### config.mk
export PLATFORM = sky130hd
export DESIGN_NAME = truth_table_scanner
export DESIGN_NICKNAME = d
export VERILOG_FILES = /design/src/rtl/scan_pkg.sv /design/src/rtl/settle_timer.sv /design/src/rtl/truth_table_scanner.sv
export SDC_FILE = /design/constraint.sdc
export NUM_CORES = 1
export LEC_CHECK = 0
export CAP_MARGIN = 10
export CORE_UTILIZATION = 40
export CTS_CLUSTER_DIAMETER = 150
export DETAILED_ROUTE_END_ITERATION = 7
export GPL_TIMING_DRIVEN = 0
export PLACE_DENSITY = 0.64
export SLEW_MARGIN = 15
export SYNTH_ARGS = -nofsm -noshare
export SYNTH_HDL_FRONTEND = slang
export SYNTH_SLANG_ARGS = --single-unit
### constraint.sdc
create_clock -name clk -period 4.9 [get_ports clk]
set_input_delay 1.47 -clock clk [delete_from_list [all_inputs] [get_ports clk]]
set_output_delay 1.47 -clock clk [all_outputs]
set_load 0.05 [all_outputs]
### src/rtl/scan_pkg.sv
// Shared definitions for the truth-table scanner: state encoding, widths
// and the row-to-bit mapping used when assembling the measured table.
package scan_pkg;

   localparam int ROW_W = 3;
   localparam int TT_W  = 8;

   typedef enum logic [2:0] {
      IDLE,
      APPLY,
      SETTLE,
      SAMPLE_A,
      SAMPLE_B,
      DONE
   } scan_state_t;

   // The first row scanned lands in the MSB of the table, so row r maps to
   // bit (TT_W-1-r).
   function automatic logic [ROW_W-1:0] row_to_bit(input logic [ROW_W-1:0] r);
      return 3'd7 - r;
   endfunction

endpackage

### src/rtl/settle_timer.sv
// Loadable 8-bit down-counter used to hold each input row for the settle
// time before the output is sampled. The zero flag is combinational so the
// FSM can leave SETTLE on the same edge the count reaches zero.
module settle_timer (
   input  logic       clk,
   input  logic       rst_n,
   input  logic       load,
   input  logic [7:0] load_value,
   input  logic       dec,
   output logic       zero
);

   logic [7:0] count;

   // Load takes precedence over decrement; the counter parks at zero.
   always_ff @(posedge clk) begin
      if (!rst_n) begin
         count <= 8'd0;
      end else if (load) begin
         count <= load_value;
      end else if (dec && (count != 8'd0)) begin
         count <= count - 8'd1;
      end
   end

   assign zero = (count == 8'd0);

endmodule

### src/rtl/truth_table_scanner.sv
// Walks all eight input rows of a 3-input combinational circuit, holds each
// row for a programmable settle time, samples the circuit output twice to
// catch instability, and compares the assembled truth table with EXPECTED.
module truth_table_scanner
   import scan_pkg::*;
#(
   parameter int unsigned     SETTLE_CYCLES = 4,
   parameter logic [TT_W-1:0] EXPECTED      = 8'h9C
) (
   input  logic            clk,
   input  logic            rst_n,
   input  logic            start,
   input  logic            abort,
   output logic            dut_in1,
   output logic            dut_in2,
   output logic            dut_in3,
   input  logic            dut_out,
   output logic            busy,
   output logic            done,
   output logic [TT_W-1:0] table_q,
   output logic [TT_W-1:0] mismatch,
   output logic [TT_W-1:0] unstable,
   output logic            pass
);

   // The timer counts down from SETTLE_CYCLES-1 to zero inclusive, which
   // gives exactly SETTLE_CYCLES cycles in SETTLE.
   localparam logic [7:0] SETTLE_LOAD = 8'(SETTLE_CYCLES - 1);
   localparam logic [ROW_W-1:0] LAST_ROW = 3'd7;

   scan_state_t      state;
   logic [ROW_W-1:0] row;
   logic [ROW_W-1:0] drive_row;
   logic             s_a;
   logic             timer_load;
   logic             timer_dec;
   logic             timer_zero;

   assign timer_load = (state == APPLY);
   assign timer_dec  = (state == SETTLE);

   settle_timer u_settle_timer (
      .clk        (clk),
      .rst_n      (rst_n),
      .load       (timer_load),
      .load_value (SETTLE_LOAD),
      .dec        (timer_dec),
      .zero       (timer_zero)
   );

   // in1 is the MSB of the row index.
   assign dut_in1 = drive_row[2];
   assign dut_in2 = drive_row[1];
   assign dut_in3 = drive_row[0];

   // Scan sequencer: row stepping, output capture and result computation.
   // drive_row is advanced on the SAMPLE_B edge so the next row is already
   // on the circuit inputs during its APPLY cycle.
   always_ff @(posedge clk) begin
      if (!rst_n) begin
         state     <= IDLE;
         row       <= '0;
         drive_row <= '0;
         s_a       <= 1'b0;
         busy      <= 1'b0;
         done      <= 1'b0;
         table_q   <= '0;
         mismatch  <= '0;
         unstable  <= '0;
         pass      <= 1'b0;
      end else if (abort && (state != IDLE)) begin
         state     <= IDLE;
         row       <= '0;
         drive_row <= '0;
         busy      <= 1'b0;
         done      <= 1'b0;
         mismatch  <= '0;
         pass      <= 1'b0;
      end else begin
         done <= 1'b0;
         unique case (state)
            IDLE: begin
               if (start && !abort) begin
                  state     <= APPLY;
                  busy      <= 1'b1;
                  row       <= '0;
                  drive_row <= '0;
                  table_q   <= '0;
                  unstable  <= '0;
                  pass      <= 1'b0;
               end else begin
                  busy <= 1'b0;
               end
            end
            APPLY: begin
               state <= SETTLE;
            end
            SETTLE: begin
               if (timer_zero) begin
                  state <= SAMPLE_A;
               end
            end
            SAMPLE_A: begin
               s_a   <= dut_out;
               state <= SAMPLE_B;
            end
            SAMPLE_B: begin
               table_q[row_to_bit(row)] <= s_a;
               if (dut_out != s_a) begin
                  unstable[row_to_bit(row)] <= 1'b1;
               end
               if (row == LAST_ROW) begin
                  state <= DONE;
               end else begin
                  row       <= row + 3'd1;
                  drive_row <= row + 3'd1;
                  state     <= APPLY;
               end
            end
            DONE: begin
               done      <= 1'b1;
               mismatch  <= table_q ^ EXPECTED;
               pass      <= (table_q == EXPECTED) && (unstable == '0);
               row       <= '0;
               drive_row <= '0;
               state     <= IDLE;
            end
            default: begin
               state <= IDLE;
            end
         endcase
      end
   end

endmodule

[Word level (Yosys, flattened, before mapping)]
Index checks and enable logic that the tools add are counted.
Word-level totals
  flip-flop bits (word level): 42
  latch bits: 0
  RAM bits: 0
  bits in read-only memories: 0
  input port bits: 5
  output and inout port bits: 30
  memories: 0
Cells by class
  add/sub/neg operators: 3
  multiply operators: 0
  div/mod/pow operators: 0
  order comparisons: 2
  equality and inequality tests: 12
  shift operators: 0
  mux-type cells: 20
  bitwise gates (word level): 4
  reduce and logical (&&, ||, !) cells: 23
Operator list (count)
  $pmux W8 S2: 2
  $logic_not A8 Y1: 2
  $mux W8: 2
  $mux W3: 5
  $pmux W3 S5: 1
  $eq A3 B3 Y1 const B: 3
  $pmux W3 S3: 1
  $bwmux W8: 1
  $eq A8 B8 Y1 const B: 1
  $ne A2 B2 Y1 const B: 4
  $or A8 B8 Y8: 1
  $reduce_bool A8 Y1: 1
  $sub A8 B1 Y8 const B: 1
  $eq A3 B2 Y1 const B: 2
  $reduce_and A2 Y1: 3
  $reduce_and A3 Y1: 2
  $reduce_bool A2 Y1: 3
  $reduce_bool A3 Y1: 2
  $logic_and A1 B1 Y1: 5
  $lt A3 B4 Y1 const B: 1
  $mux W1: 4
  $mux W2: 2
  $not A4 Y4: 1
  $reduce_and A4 Y1: 1
  11 further kinds: 13

[Depth between registers and ports, before layout]
  word-level depth: 8
  gate-level depth with buffers: 7

[Cells and area by module]
Synthesis repeated with hierarchy kept, for this count alone.
Second synthesis, totals
  cell total of the unflattened synthesis: 238
  area, all modules: 2178.3 µm²
By module, submodules not included
  truth_table_scanner: times used 1, cells each 180, area each 1670.4 µm², seq. area each 680.7 µm²
  settle_timer: times used 1, cells each 58, area each 508.0 µm², seq. area each 160.2 µm²

[Least setup slack after synthesis]
No wires, ideal clock.
  path type: input-to-reg
  from: input abort
  to: register table_q[2]
  arrival time: 2468 ps
  data required time: 4777 ps
  slack: 2309 ps
  stages: 4
  cell sequence: or4b_4 -> nor4b_2 -> mux2i_1 -> nor2_1
Between the ends
  cells in the longest elaborated chain, start to end: 4
  elaborated cells on any way between the ends: 6
  classes of those cells: 1 x eq/ne; 1 x bitwise; 4 x reduce/logical
RTL lines
  start, declared: line truth_table_scanner.sv:13  | input logic abort,
  $logic_not A1 Y1: line truth_table_scanner.sv:83  | if (start && !abort) begin
  $logic_and A1 B1 Y1: line truth_table_scanner.sv:83
  $ne A2 B2 Y1 (no line)
  $reduce_and A3 Y1 (no line) *
  end signal, assigned: line truth_table_scanner.sv:67  | table_q <= '0;
  end signal, assigned: line truth_table_scanner.sv:88  | table_q <= '0;
  end signal, assigned by index: line truth_table_scanner.sv:108  | table_q[row_to_bit(row)] <= s_a;
  end, declared: line truth_table_scanner.sv:20  | output logic [TT_W-1:0] table_q,
Every way passes the cells marked *; elsewhere a longest branch is shown, timed or not.
A chain may end at the register's enable or synchronous reset.

[Worst setup path in the final report]
  from: input abort
  to: register mismatch[4]
Between the ends
  cells in the longest elaborated chain, start to end: 2
RTL lines
  $logic_and A1 B1 Y1: line truth_table_scanner.sv:71  | end else if (abort && (state != IDLE)) begin
  $reduce_or A2 Y1 (no line)
  end signal, assigned: line truth_table_scanner.sv:122  | mismatch <= table_q ^ EXPECTED;
  end, declared: line truth_table_scanner.sv:21  | output logic [TT_W-1:0] mismatch,
Every way passes these cells.

==> results.md <==
* Site row count at 25
* Setup Buffers After CTS at 0
* Seq/Total Area, Yosys at 0.426
* CTS Sinks at 42
* Total grt overflow at 0
* Worst Setup SP: abort
* Initial drt markers at 98
* Residual DRC at 0
* Cts hold-fix bufs at 0
* Io pins at 35
* Critical Path Max Stage Delay at 0.63 ns
* Power Total at approximately 0.62 mW
* Post-synth cell types at 43
* LEAKAGE at around 0.87 nW
* Clock Tree Root: clkbuf_8
* Layout cells sized above 1 at 0.0803
* Fin. Hold Viols at 0
* Vias per cell at approximately 5
* Clk_skew at ~0.006 ns
* Post-CTS sizing at 0
* Final Net Count at roughly 280
* Crit-path cells: clkdlybuf4s50_1 -> inv_1 -> o21ai_0 -> clkbuf_1 -> nor2_1
* CTS tree: yes
* P&R area growth vs syn at 25.8%
* Data required time of the worst path at around 5 ns
* Clock period minus final worst setup slack at around 3.1 ns
* #FFs+latches synth at 42
* RSZ-0062 raised after global routing: no
* Cells after Synth at between 200 and 250
* N_diodes at 0
* DIE WIDTH at ~72 um
* Max Fclk at 318 MHz
* Crit Path Category: in -> reg
* Die height at approximately 72 um
* Status: complete, no violations
* Core area at 4720 um^2
* Sum of buffers and inverters on the critical path at 3
* Slew @ Worst Pin at 0.642 ns
* Worst min path class: reg -> reg
* Max cap viols at 0
* Post-synth EDFFs at 0
* Syn nets at 241
* Worst vdd ir at around 210 uV
* Asr flop ratio synth at 0
* Clk slew on worst S/H paths at ~0.08 ns
* Drt wl/cell at between 10 and 15 um
* FF+latch area at roughly 840 um^2
* Hpwl dp at between 3000 and 4000 um
* Clock tree buffer depth at 2
* Initial antenna violation count at 0
* Routability cong. at 0.791
* Syn avg cell area at about 8.5 um^2
* R2r startpoint: state[1]
* DRT Wirelength at roughly 4500 um
* Critical-path maximum fanout at 10
* Worst slew margin at 0.568
* Setup TNS at 0 ns
* Final Max Tran Viols at 0
* Synthesized cell area at about 2000 um^2
* Worst hold start: mismatch[5]
* Largest net degree at the start of global routing at 14
* Slowest stage cell, crit path: clkdlybuf4s50_1
* Critical path's top delay family: buffers and inverters
* GRT Total Usage at 0.192
* Synth Flop Type: dfxtp_1
* Commonest cells after routing, fill and taps aside: 42 x dfxtp_1, 37 x nor2_1, 34 x clkdlybuf4s50_1, 28 x nand2_1, 19 x a21oi_1
* CP endpoint kind: flip-flop
* Routed vias at ~1700
* Later-pin clock latency in the skew report at around 0.30 ns
* CTS Buf Count at 5
* H-tree depth at 2
* Drt first pass iters at 4
* Fillers at roughly 470
* Most common cell after layout, fill and taps aside: dfxtp_1
* Multi-input gate area at 1050 um^2
* Tcrit/Tclk final at 0.642
* First-pass GRT wire length at 7710 um
* Die area at between 5000 and 6000 um^2
* CP startpoint kind: input pin
* Vias in the first global route at roughly 1600
* Yosys warns at 0
* Final setup fails at 0
* Initial core utilization at 0.418
* Critical path data arrival time at 3.32 ns
* Power Density at 251 nW/um^2
* IO Port Bufs at 34
* ANT nets after route at 0
* Hold WS at 0.458 ns
[cell usage after synthesis, types with 2 or more instances]
library cell	n	area, um^2
dfxtp_1	42	841
nor2_1	37	139
nand2_1	28	105
a21oi_1	19	95.1
o21ai_0	13	65.1
mux2i_1	11	110
inv_1	8	30.0
nor3_1	6	30.0
clkbuf_1	5	18.8
nand4_1	5	31.3
nor4_1	5	31.3
buf_2	4	20.0
ha_1	4	50.1
nand2b_1	3	18.8
nand3_1	3	15.0
nor4b_2	3	45.0
xnor2_1	3	26.3
a211oi_1	2	15.0
a41o_1	2	20.0
nand3b_1	2	15.0
nand4b_1	2	17.5
nor4_2	2	25.0
o31ai_1	2	15.0
or3_1	2	12.5
[final timing paths]
check                                    to  slack, ns  cells after the start
worst min-delay path            mismatch[5]       0.46                      2
worst max register to register  mismatch[4]       2.90                      5
worst min register to register  mismatch[5]       0.46                      2
worst max-delay path            mismatch[4]       1.75                      5
[sequential cells by signal (all words and copies together) (netlist names), 3 cells and up]
register,flops
table_q,8
state,3
unstable,8
u_settle_timer.count,8
drive_row,3
mismatch,8
[per-stage QoR]
stage	setup WS, ns	instance area [um^2]	util	instances
after floorplan	2.31	1980	-	232
after global placement	1.43	2400	0.508	333
after detailed placement	1.42	2400	0.508	333
after CTS	1.76	2490	0.526	341
after global routing	1.56	2490	0.526	341
final	1.75	2490	0.526	341
[cells by family after synthesis]
group                      after synthesis  synth area share
and+or+nand+nor                        107             0.296
AOI/OAI and AO/OA                       46             0.141
DFF                                     42             0.426
buffers and inverters                   19            0.0424
muxes                                   11            0.0557
adders and majority gates                4            0.0253
xor gates and xnor gates                 3            0.0133
[per-layer routing]
| layer | vias to the layer above | share of wire | GRT usage | wire [um] |
|---|---|---|---|---|
| li1 | 905 | - | - | - |
| met1 | 768 | 0.52 | 0.275 | 2330 |
| met2 | 31 | 0.43 | 0.290 | 1970 |
| met3 | 5 | 0.038 | 0.0458 | 171 |
| met4 | 0 | 0.011 | 0.0523 | 48 |
| met5 | - | 0 | 0 | 0 |
[worst min-delay path, cell delays in order (launching register included)]
cell	delay [ns]
dfxtp_1	0.31
nand2_1	0.05
a21oi_1	0.05
[report_power, final]
part | internal (mW) | leakage (nW) | switching [mW]
Clock | 0.101 | 0.0452 | 0.120
Sequential | 0.344 | 0.339 | 0.00299
Combinational | 0.0197 | 0.485 | 0.0363
Total | 0.464 | 0.869 | 0.159
[area by class of cell]
cell class,count,share of cell area
multi-input cells,171,0.423
flip-flops and latches,42,0.338
repair buffers,34,0.137
well taps,67,0.0337
clock buffers,6,0.0292
plain buffers,11,0.0216
inverters,8,0.0121
clock inverters,2,0.00554
(Power assumes the default switching activity.)
